===== src/rtl/lut_access_ctrl_if.sv =====
// Config, lookup and response channels of the VPI/VCI lookup-table controller.
interface lut_access_ctrl_if #(
    parameter int ASIZE  = 8,
    parameter int DWIDTH = 16
);
    logic              cfg_valid;
    logic              cfg_ready;
    logic              cfg_inv;
    logic [ASIZE-1:0]  cfg_addr;
    logic [DWIDTH-1:0] cfg_data;
    logic              lk_valid;
    logic              lk_ready;
    logic [ASIZE-1:0]  lk_addr;
    logic              rsp_valid;
    logic              rsp_ready;
    logic              rsp_hit;
    logic [ASIZE-1:0]  rsp_addr;
    logic [DWIDTH-1:0] rsp_data;

    modport master (
        output cfg_valid, cfg_inv, cfg_addr, cfg_data,
        output lk_valid, lk_addr, rsp_ready,
        input  cfg_ready, lk_ready,
        input  rsp_valid, rsp_hit, rsp_addr, rsp_data
    );

    modport slave (
        input  cfg_valid, cfg_inv, cfg_addr, cfg_data,
        input  lk_valid, lk_addr, rsp_ready,
        output cfg_ready, lk_ready,
        output rsp_valid, rsp_hit, rsp_addr, rsp_data
    );
endinterface


===== src/rtl/lut_access_ctrl.sv =====
// Clocked owner of the VPI/VCI lookup table: config writes, registered lookups,
// post-reset valid-bit sweep and a saturating miss counter.
module lut_access_ctrl #(
    parameter int ASIZE  = 8,
    parameter int DWIDTH = 16,
    parameter int CNTW   = 16
) (
    input  logic                 clk,
    input  logic                 rst_n,
    lut_access_ctrl_if.slave     bus,
    output logic                 busy,
    output logic [CNTW-1:0]      miss_cnt
);
    localparam int DEPTH = 1 << ASIZE;

    typedef enum logic {
        INIT,
        RUN
    } state_t;

    state_t             r_state;
    state_t             w_state_nxt;
    logic               w_busy;
    logic               w_run;
    logic [ASIZE-1:0]   r_sweep;

    logic [DWIDTH-1:0]  r_mem [DEPTH];
    logic               r_vld [DEPTH];

    logic               r_rsp_valid;
    logic               r_rsp_hit;
    logic [ASIZE-1:0]   r_rsp_addr;
    logic [DWIDTH-1:0]  r_rsp_data;
    logic [CNTW-1:0]    r_miss_cnt;

    logic               w_cfg_acc;
    logic               w_lk_ready;
    logic               w_lk_acc;
    logic               w_hit;

    always_ff @(posedge clk or negedge rst_n) begin
        if (!rst_n) begin
            r_state <= INIT;
            r_sweep <= '0;
        end else begin
            r_state <= w_state_nxt;
            if (w_busy)
                r_sweep <= r_sweep + ASIZE'(1);
        end
    end

    always_comb begin
        w_state_nxt = r_state;
        w_busy      = 1'b0;
        w_run       = 1'b0;
        unique case (r_state)
            INIT: begin
                w_busy = 1'b1;
                if (r_sweep == '1)
                    w_state_nxt = RUN;
            end
            RUN: begin
                w_run = 1'b1;
            end
            default: begin
                w_state_nxt = INIT;
            end
        endcase
    end

    assign w_cfg_acc  = bus.cfg_valid && w_run;
    // Same-address config wins; the lookup retries once the write has landed.
    assign w_lk_ready = w_run
                      && !(bus.cfg_valid && (bus.cfg_addr == bus.lk_addr))
                      && (!r_rsp_valid || bus.rsp_ready);
    assign w_lk_acc   = bus.lk_valid && w_lk_ready;
    assign w_hit      = r_vld[bus.lk_addr];

    always_ff @(posedge clk) begin
        if (w_busy) begin
            r_vld[r_sweep] <= 1'b0;
        end else if (w_cfg_acc) begin
            if (bus.cfg_inv) begin
                r_vld[bus.cfg_addr] <= 1'b0;
            end else begin
                r_vld[bus.cfg_addr] <= 1'b1;
                r_mem[bus.cfg_addr] <= bus.cfg_data;
            end
        end
    end

    always_ff @(posedge clk or negedge rst_n) begin
        if (!rst_n) begin
            r_rsp_valid <= 1'b0;
            r_rsp_hit   <= 1'b0;
            r_rsp_addr  <= '0;
            r_rsp_data  <= '0;
            r_miss_cnt  <= '0;
        end else begin
            if (w_lk_acc) begin
                r_rsp_valid <= 1'b1;
                r_rsp_hit   <= w_hit;
                r_rsp_addr  <= bus.lk_addr;
                r_rsp_data  <= w_hit ? r_mem[bus.lk_addr] : '0;
            end else if (r_rsp_valid && bus.rsp_ready) begin
                r_rsp_valid <= 1'b0;
            end
            if (w_lk_acc && !w_hit && (r_miss_cnt != '1))
                r_miss_cnt <= r_miss_cnt + CNTW'(1);
        end
    end

    assign busy          = w_busy;
    assign miss_cnt      = r_miss_cnt;
    assign bus.cfg_ready = w_run;
    assign bus.lk_ready  = w_lk_ready;
    assign bus.rsp_valid = r_rsp_valid;
    assign bus.rsp_hit   = r_rsp_hit;
    assign bus.rsp_addr  = r_rsp_addr;
    assign bus.rsp_data  = r_rsp_data;
endmodule


===== src/flat_wrapper.sv =====
// flat-port wrapper written by rule: the top's interface ports become plain ports
module lut_access_ctrl_flat 
#(
    parameter int ASIZE  = 8,
    parameter int DWIDTH = 16,
    parameter int CNTW   = 16
)
  (clk, rst_n, busy, miss_cnt, bus_cfg_valid, bus_cfg_inv, bus_cfg_addr, bus_cfg_data, bus_lk_valid, bus_lk_addr, bus_rsp_ready, bus_cfg_ready, bus_lk_ready, bus_rsp_valid, bus_rsp_hit, bus_rsp_addr, bus_rsp_data);
  lut_access_ctrl_if #(.ASIZE(ASIZE), .DWIDTH(DWIDTH)) bus_i ();
  input  logic clk;
  input  logic rst_n;
  output logic busy;
  output logic [CNTW-1:0] miss_cnt;
  input wire logic [$bits(bus_i.cfg_valid)-1:0] bus_cfg_valid;
  input wire logic [$bits(bus_i.cfg_inv)-1:0] bus_cfg_inv;
  input wire logic [$bits(bus_i.cfg_addr)-1:0] bus_cfg_addr;
  input wire logic [$bits(bus_i.cfg_data)-1:0] bus_cfg_data;
  input wire logic [$bits(bus_i.lk_valid)-1:0] bus_lk_valid;
  input wire logic [$bits(bus_i.lk_addr)-1:0] bus_lk_addr;
  input wire logic [$bits(bus_i.rsp_ready)-1:0] bus_rsp_ready;
  output wire logic [$bits(bus_i.cfg_ready)-1:0] bus_cfg_ready;
  output wire logic [$bits(bus_i.lk_ready)-1:0] bus_lk_ready;
  output wire logic [$bits(bus_i.rsp_valid)-1:0] bus_rsp_valid;
  output wire logic [$bits(bus_i.rsp_hit)-1:0] bus_rsp_hit;
  output wire logic [$bits(bus_i.rsp_addr)-1:0] bus_rsp_addr;
  output wire logic [$bits(bus_i.rsp_data)-1:0] bus_rsp_data;
  assign bus_i.cfg_valid = bus_cfg_valid;
  assign bus_i.cfg_inv = bus_cfg_inv;
  assign bus_i.cfg_addr = bus_cfg_addr;
  assign bus_i.cfg_data = bus_cfg_data;
  assign bus_i.lk_valid = bus_lk_valid;
  assign bus_i.lk_addr = bus_lk_addr;
  assign bus_i.rsp_ready = bus_rsp_ready;
  assign bus_cfg_ready = bus_i.cfg_ready;
  assign bus_lk_ready = bus_i.lk_ready;
  assign bus_rsp_valid = bus_i.rsp_valid;
  assign bus_rsp_hit = bus_i.rsp_hit;
  assign bus_rsp_addr = bus_i.rsp_addr;
  assign bus_rsp_data = bus_i.rsp_data;
  lut_access_ctrl #(.ASIZE(ASIZE), .DWIDTH(DWIDTH), .CNTW(CNTW)) u_core (.clk(clk), .rst_n(rst_n), .bus(bus_i), .busy(busy), .miss_cnt(miss_cnt));
endmodule

===== config.mk =====
export PLATFORM = sky130hd
export DESIGN_NAME = lut_access_ctrl_flat
export DESIGN_NICKNAME = d
export VERILOG_FILES = /design/src/rtl/lut_access_ctrl_if.sv /design/src/rtl/lut_access_ctrl.sv /design/src/flat_wrapper.sv
export SDC_FILE = /design/constraint.sdc
export NUM_CORES = 2
export LEC_CHECK = 0
export BUFFER_PORTS_ARGS = -buffer_cell sky130_fd_sc_hd__buf_2
export CORE_MARGIN = 4
export CORE_UTILIZATION = 52
export CTS_CLUSTER_DIAMETER = 100
export DETAILED_ROUTE_END_ITERATION = 10
export PLACE_DENSITY = 0.67
export SYNTH_ARGS = -nofsm -noshare
export SYNTH_HDL_FRONTEND = slang
export SYNTH_MEMORY_MAX_BITS = 65536
export SYNTH_SLANG_ARGS = --single-unit

===== constraint.sdc =====
create_clock -name clk -period 10.4 [get_ports clk]
set_input_delay 2.08 -clock clk [delete_from_list [all_inputs] [get_ports clk]]
set_output_delay 2.08 -clock clk [all_outputs]
set_load 0.02 [all_outputs]

# Word level (Yosys, flattened, before mapping)
# Memory sizes are Yosys's and may differ from the RTL's.
# Cells that the tools add are included.
word_totals:
  register_bits: 51
  ramBits: 4352
  inputBits: 38
  n_memories: 2
op_classes:
  add_sub_neg: 2
  n_eq_ne: 3
  n_mux: 19
  n_bitwise: 1
  n_reduce_logical: 14
mem_list:
  columns: ["name", "depth", "width", "read_ports", "rd_ports_with_merged_regs", "wr", "line", "rtl"]
  rows:
  - ["u_core.r_mem", 256, 16, 1, 0, 1, "lut_access_ctrl.sv:27", "logic [DWIDTH-1:0] r_mem [DEPTH];"]
  - ["u_core.r_vld", 256, 1, 1, 0, 1, "lut_access_ctrl.sv:28", "logic r_vld [DEPTH];"]
op_table:
  columns: ["cell", "count"]
  rows:
  - ["1-bit two-way mux", 17]
  - ["16-bit by 1-bit adder with 16-bit output, second input constant", 1]
  - ["16-bit two-way mux", 1]
  - ["16-bit inequality test, second input constant", 1]
  - ["8-bit by 1-bit adder with 8-bit output, second input constant", 1]
  - ["8-bit == test", 1]
  - ["8-bit == test, second input constant", 1]
  - ["1-bit logical AND", 8]
  - ["8-bit two-way mux", 1]
  - ["1-bit zero test", 3]
  - ["2-bit nonzero test", 1]
  - ["1-bit logical OR", 1]
  - ["1-bit OR", 1]
  - ["1-bit OR reduction", 1]

# Longest topological paths before layout
logic_depth:
  depth_word: 8
  mapped_depth: 17

# Least setup slack after synthesis
# No wires, ideal clock.
synth_path:
  path_kind: "input to register"
  from: "input bus_cfg_valid"
  to: "memory u_core.r_mem[255][0], enable pin"
  arrival_time_ps: 10087
  required_time_ps: 10012
  setup_slack_ps: -76
  stages: 6
  n_path_buf: 1
  cell_sequence: "nand2_1 -> nor2_1 -> and3_1 -> nand3_1 -> clkbuf_1 -> nor2_1"
synth_via:
  elab_chain_cells: 4
synth_lines:
  columns: ["element", "line", "rtl"]
  rows:
  - ["start: declaration", "flat_wrapper.sv:14", "input wire logic [$bits(bus_i.cfg_valid)-1:0] bus_cfg_valid;"]
  - ["1-bit logical AND", "lut_access_ctrl.sv:71", "assign w_cfg_acc = bus.cfg_valid && w_run;"]
  - ["1-bit two-way mux", "lut_access_ctrl.sv:82", "end else if (w_cfg_acc) begin"]
  - ["1-bit two-way mux", "lut_access_ctrl.sv:80", "if (w_busy) begin"]
  - ["1-bit two-way mux (not written as such)", "lut_access_ctrl.sv:87", "r_mem[bus.cfg_addr] <= bus.cfg_data;"]
  - ["end: declaration", "lut_access_ctrl.sv:27", null]
# No other way between the ends.

# Worst setup path after layout
layout_path:
  from: "input bus_lk_addr[0]"
  to: "register u_core.r_rsp_data[4] (netlist: u_core.bus.rsp_data[4])"
layout_via:
  elab_chain_cells: 6
layout_lines:
  columns: ["element", "line", "rtl"]
  rows:
  - ["start: declaration", "flat_wrapper.sv:19", "input wire logic [$bits(bus_i.lk_addr)-1:0] bus_lk_addr;"]
  - ["branches (longest 6 deep; another with memory read 256 x 16 bit)", null, null]
  - ["end signal: assignment", "lut_access_ctrl.sv:104", "r_rsp_data <= w_hit ? r_mem[bus.lk_addr] : '0;"]
  - ["end: declaration", "lut_access_ctrl.sv:33", "logic [DWIDTH-1:0] r_rsp_data;"]
# Parallel ways; which one is timed is not known.
# A chain may end at the register's enable or synchronous reset.

==> results.ini <==
[finish]
drive_above_1_share_pct = 17.9
fillCellCount = 23800
regArea_um2 = 132000
multi_input_area_um2 = 37500
areaGrowthSynthToFinish_pct = 11.8
fin_nets = 9458
final_area_um2 = 193000

[min_path]
min_to = u_core.bus.rsp_addr[1]$_DFFE_PN0P_
hp-class = flip-flop to flip-flop
hold_depth = 2
min_from = u_core.bus.rsp_addr[1]$_DFFE_PN0P_

[timing]
fin_tns_setup_ns = 0
rsz0062_at_grt = no
fin_crit_ns = 6.29
max_freq_mhz = 159
fin_skew_ns = 0.0313
hold_violations = 0
post-route-period-util_pct = 60.5
final-setup-viol-count = 0
worst_slew_pin_slew_ns = 1.56
maxSlewViolCount = 21
relSlewSlack_pct = -5.21

[clock_tree]
post_cts_resize_count = 0
postCtsHoldBufs = 0
cts_tree = built
clock-sinks = 4403
cts_setup_buffers = 0
clk_latency_ns = 0.99
htree_levels = 5
cts_buffer_depth = 4
numCtsBuffers = 437
cts_root_buf = clkbuf_16
cts.clk_slew.worst_paths_ns = 0.06

[route]
drt_drc_violations_left = 0
ant_nets = 0
via_count = 93300
drtPass1Iterations = 6
viasPerCell = 6.58
wl_per_cell_um = 33.6
routed_wl_um = 476000
drtIter0Drc = 14400

[run_status]
violations = max-capacitance violations, max-slew violations
status = finished with violations

[synth]
yosysUniqueCellTypes = 56
synth.avg_cell_area_um2 = 19.0
syn_nets = 9136
async_flop_share_pct = 1.16
ys_warn_count = 0
ys_seq_area_share_pct = 76.5
synthFlopType = edfxtp_1
synth.cell_area_um2 = 172000
yosys-top-cells-count = edfxtp_1, mux2i_1, mux4_2
synth_most_common_cell = edfxtp_1
synthCells = 9096
ys_ff_latch = 4403
yosys.area.top_type_share_pct = 75.8
synth_edf_count = 4352
yosysTopAreaCell = edfxtp_1
ys_top_cells_by_area = edfxtp_1, mux4_2, mux2i_1, o221ai_1, nor2_1

[worst_setup_path]
cp.depth = 11
crit_path_frequent_cell = buf_12
required_ns = 11.27
r2r_slack_ns = 5.87
crit_family = simple AND/OR/NAND/NOR gates
cp_cell_sequence = buf_12 > buf_12 > buf_12 > mux2i_1 > o221ai_1 > nor3_1 > nor4_1 > nand4_1 > nor2_1 > a41oi_1 > o21ai_1
r2r-start = u_core.r_state$_DFF_PN0_
cp-start-kind = primary input
r2r_end = u_core.r_mem[226][15]$_DFFE_PP_
cpPeakStageDelay_ns = 1.05
critPathArrivalTime_ns = 7.16
path_class = primary input to flip-flop
crit_fanout = 108
end_kind = flip-flop
cpMaxStageDelayCell = nor4_1
critPathBufInv = 3
r2r_cells = 6

[grt]
grt.overflow.total = 0
grt_pass1_vias = 89200
grt_first_pass_wirelength_um = 671000
grt_max_degree = 161
antenna_found_initial = 23
grtUsageTotal_pct = 27.4

[pwr]
combPwrFrac_pct = 4.7
internal_power_w = 0.0289
ir_drop_mv = 0.150
pwr-share-seq_pct = 53.0
switching_share_pct = 21.4
power.net_switching_w = 0.00786
p_clk_share_pct = 42.2
leakagePower_nw = 61.6
power_density_nw_per_um2 = 190

[floorplanning]
initial_core_util_pct = 52.2
die_area_um2 = 341000
ios = 83
die_w_um = 584
fp.dieH_um = 584
rows = 211
design.core.area_um2 = 330000

[placed_design]
routabilityCongestion = 0.877
dpl_cell_area_um2 = 179000
dp_hpwl_um = 281000
port_buffers = 82

[job]
max_cap_viol_count = 1

[metrics by stage]
stage	hold WS, ns	power [W]	setup slack, ns	instances	utilization, %
2_1_floorplan	0.511	0.0208	2.42	9096	-
3_3_place_gp	0.457	0.0215	3.35	13300	54.1
3_5_place_dp	0.458	0.0216	3.28	13300	54.1
4_1_cts	0.478	0.0368	4.26	14100	58.4
5_1_grt	0.492	0.0377	4.08	14200	58.4
6_report	0.473	0.0367	4.11	14200	58.4
[final cells by class]
cell class	count	share of cell area (%)
repair buffers	476	2.02
inverters	8	0.0182
multi-input cells	4092	19.4
clock buffers	532	5.93
clock inverters	274	1.32
flip-flops and latches	4403	68.4
well taps	4366	2.83
diodes	11	0.0143
[worst reg2reg max path, stage by stage, from the launching register on]
cell and delay [ns]:
dfrtp_1 0.59, nand2_1 0.46, nor4_1 0.93, nand2_2 0.72
buf_4 0.54, nor2_1 0.65, buf_4 0.33
[cells in the final DEF, fill, tap and decap left out, drive strengths merged, types with 3 or more instances in the layout]
master    instances
clkinv          198
a211o             3
mux4            580
diode            11
xnor2            12
bufinv           44
xor2             16
nor3            174
o221ai          400
nand2           217
mux2              8
nor2b            10
and2              7
mux2i          1040
a21oi           147
buf             474
o31ai             5
clkinvlp         21
edfxtp         4352
nor2            559
nand3           189
clkbuf          534
a311oi            5
inv              19
nor4             35
nand3b            7
a41oi            16
nand2b            7
nor3b             7
and3              7
dfrtp            51
nand4            54
o22ai           240
o21ai           328
[power groups by stage]
stage / Clock [W] / Sequential [W] / Combinational, W
floorplan: 0 / 0.0199 / 0.000907
global placement: 0 / 0.0199 / 0.00169
detailed placement: 0 / 0.0199 / 0.00172
CTS: 0.0156 / 0.0195 / 0.00172
global route: 0.0164 / 0.0195 / 0.00181
finish: 0.0155 / 0.0195 / 0.00174
[worst max path at each step]
| stage | startpoint | endpoint | slack, ns |
|---|---|---|---|
| 3_5_place_dp | bus_lk_addr[0] | u_core.bus.rsp_data[8]$_DFFE_PN0P_ | 3.28 |
| 5_1_grt | bus_lk_addr[0] | u_core.bus.rsp_data[8]$_DFFE_PN0P_ | 4.08 |
| 6_report | bus_lk_addr[0] | u_core.bus.rsp_data[4]$_DFFE_PN0P_ | 4.11 |
| 4_1_cts | bus_lk_addr[0] | u_core.bus.rsp_data[8]$_DFFE_PN0P_ | 4.26 |
| 3_3_place_gp | bus_lk_addr[0] | u_core.bus.rsp_data[3]$_DFFE_PN0P_ | 3.35 |
| 2_1_floorplan | bus_cfg_valid | u_core.r_mem[255][0]$_DFFE_PP_ | 2.42 |
[flip-flops by register name (all words and copies together) (netlist names)]
| register | cells |
|---|---|
| u_core.bus.rsp_addr | 8 |
| u_core.bus.rsp_data | 16 |
| u_core.bus.rsp_hit | 1 |
| u_core.bus.rsp_valid | 1 |
| u_core.miss_cnt | 16 |
| u_core.r_mem | 4096 |
| u_core.r_state | 1 |
| u_core.r_sweep | 8 |
| u_core.r_vld | 256 |
[per-layer routing]
layer,track usage (%),vias up,routed length (µm),share of wire [%]
met5,0,-,82,0.017
met4,8.30,12,16300,3.4
met3,6.93,771,57900,12
met2,41.2,5762,217000,46
met1,40.1,48700,184000,39
li1,-,38000,-,-
[cells by family (layout without fill, tap and decap cells)]
| kind of cell | after synthesis | count (layout) | share of synthesized area, % |
|---|---|---|---|
| xor+xnor | 28 | 28 | 0.142 |
| simple gates | 1280 | 1280 | 3.33 |
| compound gates | 1154 | 1154 | 4.49 |
| buf+inv | 601 | 1290 | 1.84 |
| mux | 1628 | 1628 | 13.7 |
| fa+ha+maj | 2 | 2 | 0.0145 |
| flops | 4403 | 4403 | 76.5 |
| other cells | 0 | 11 | 0 |
No activity file was read; power rests on OpenSTA's default activity.
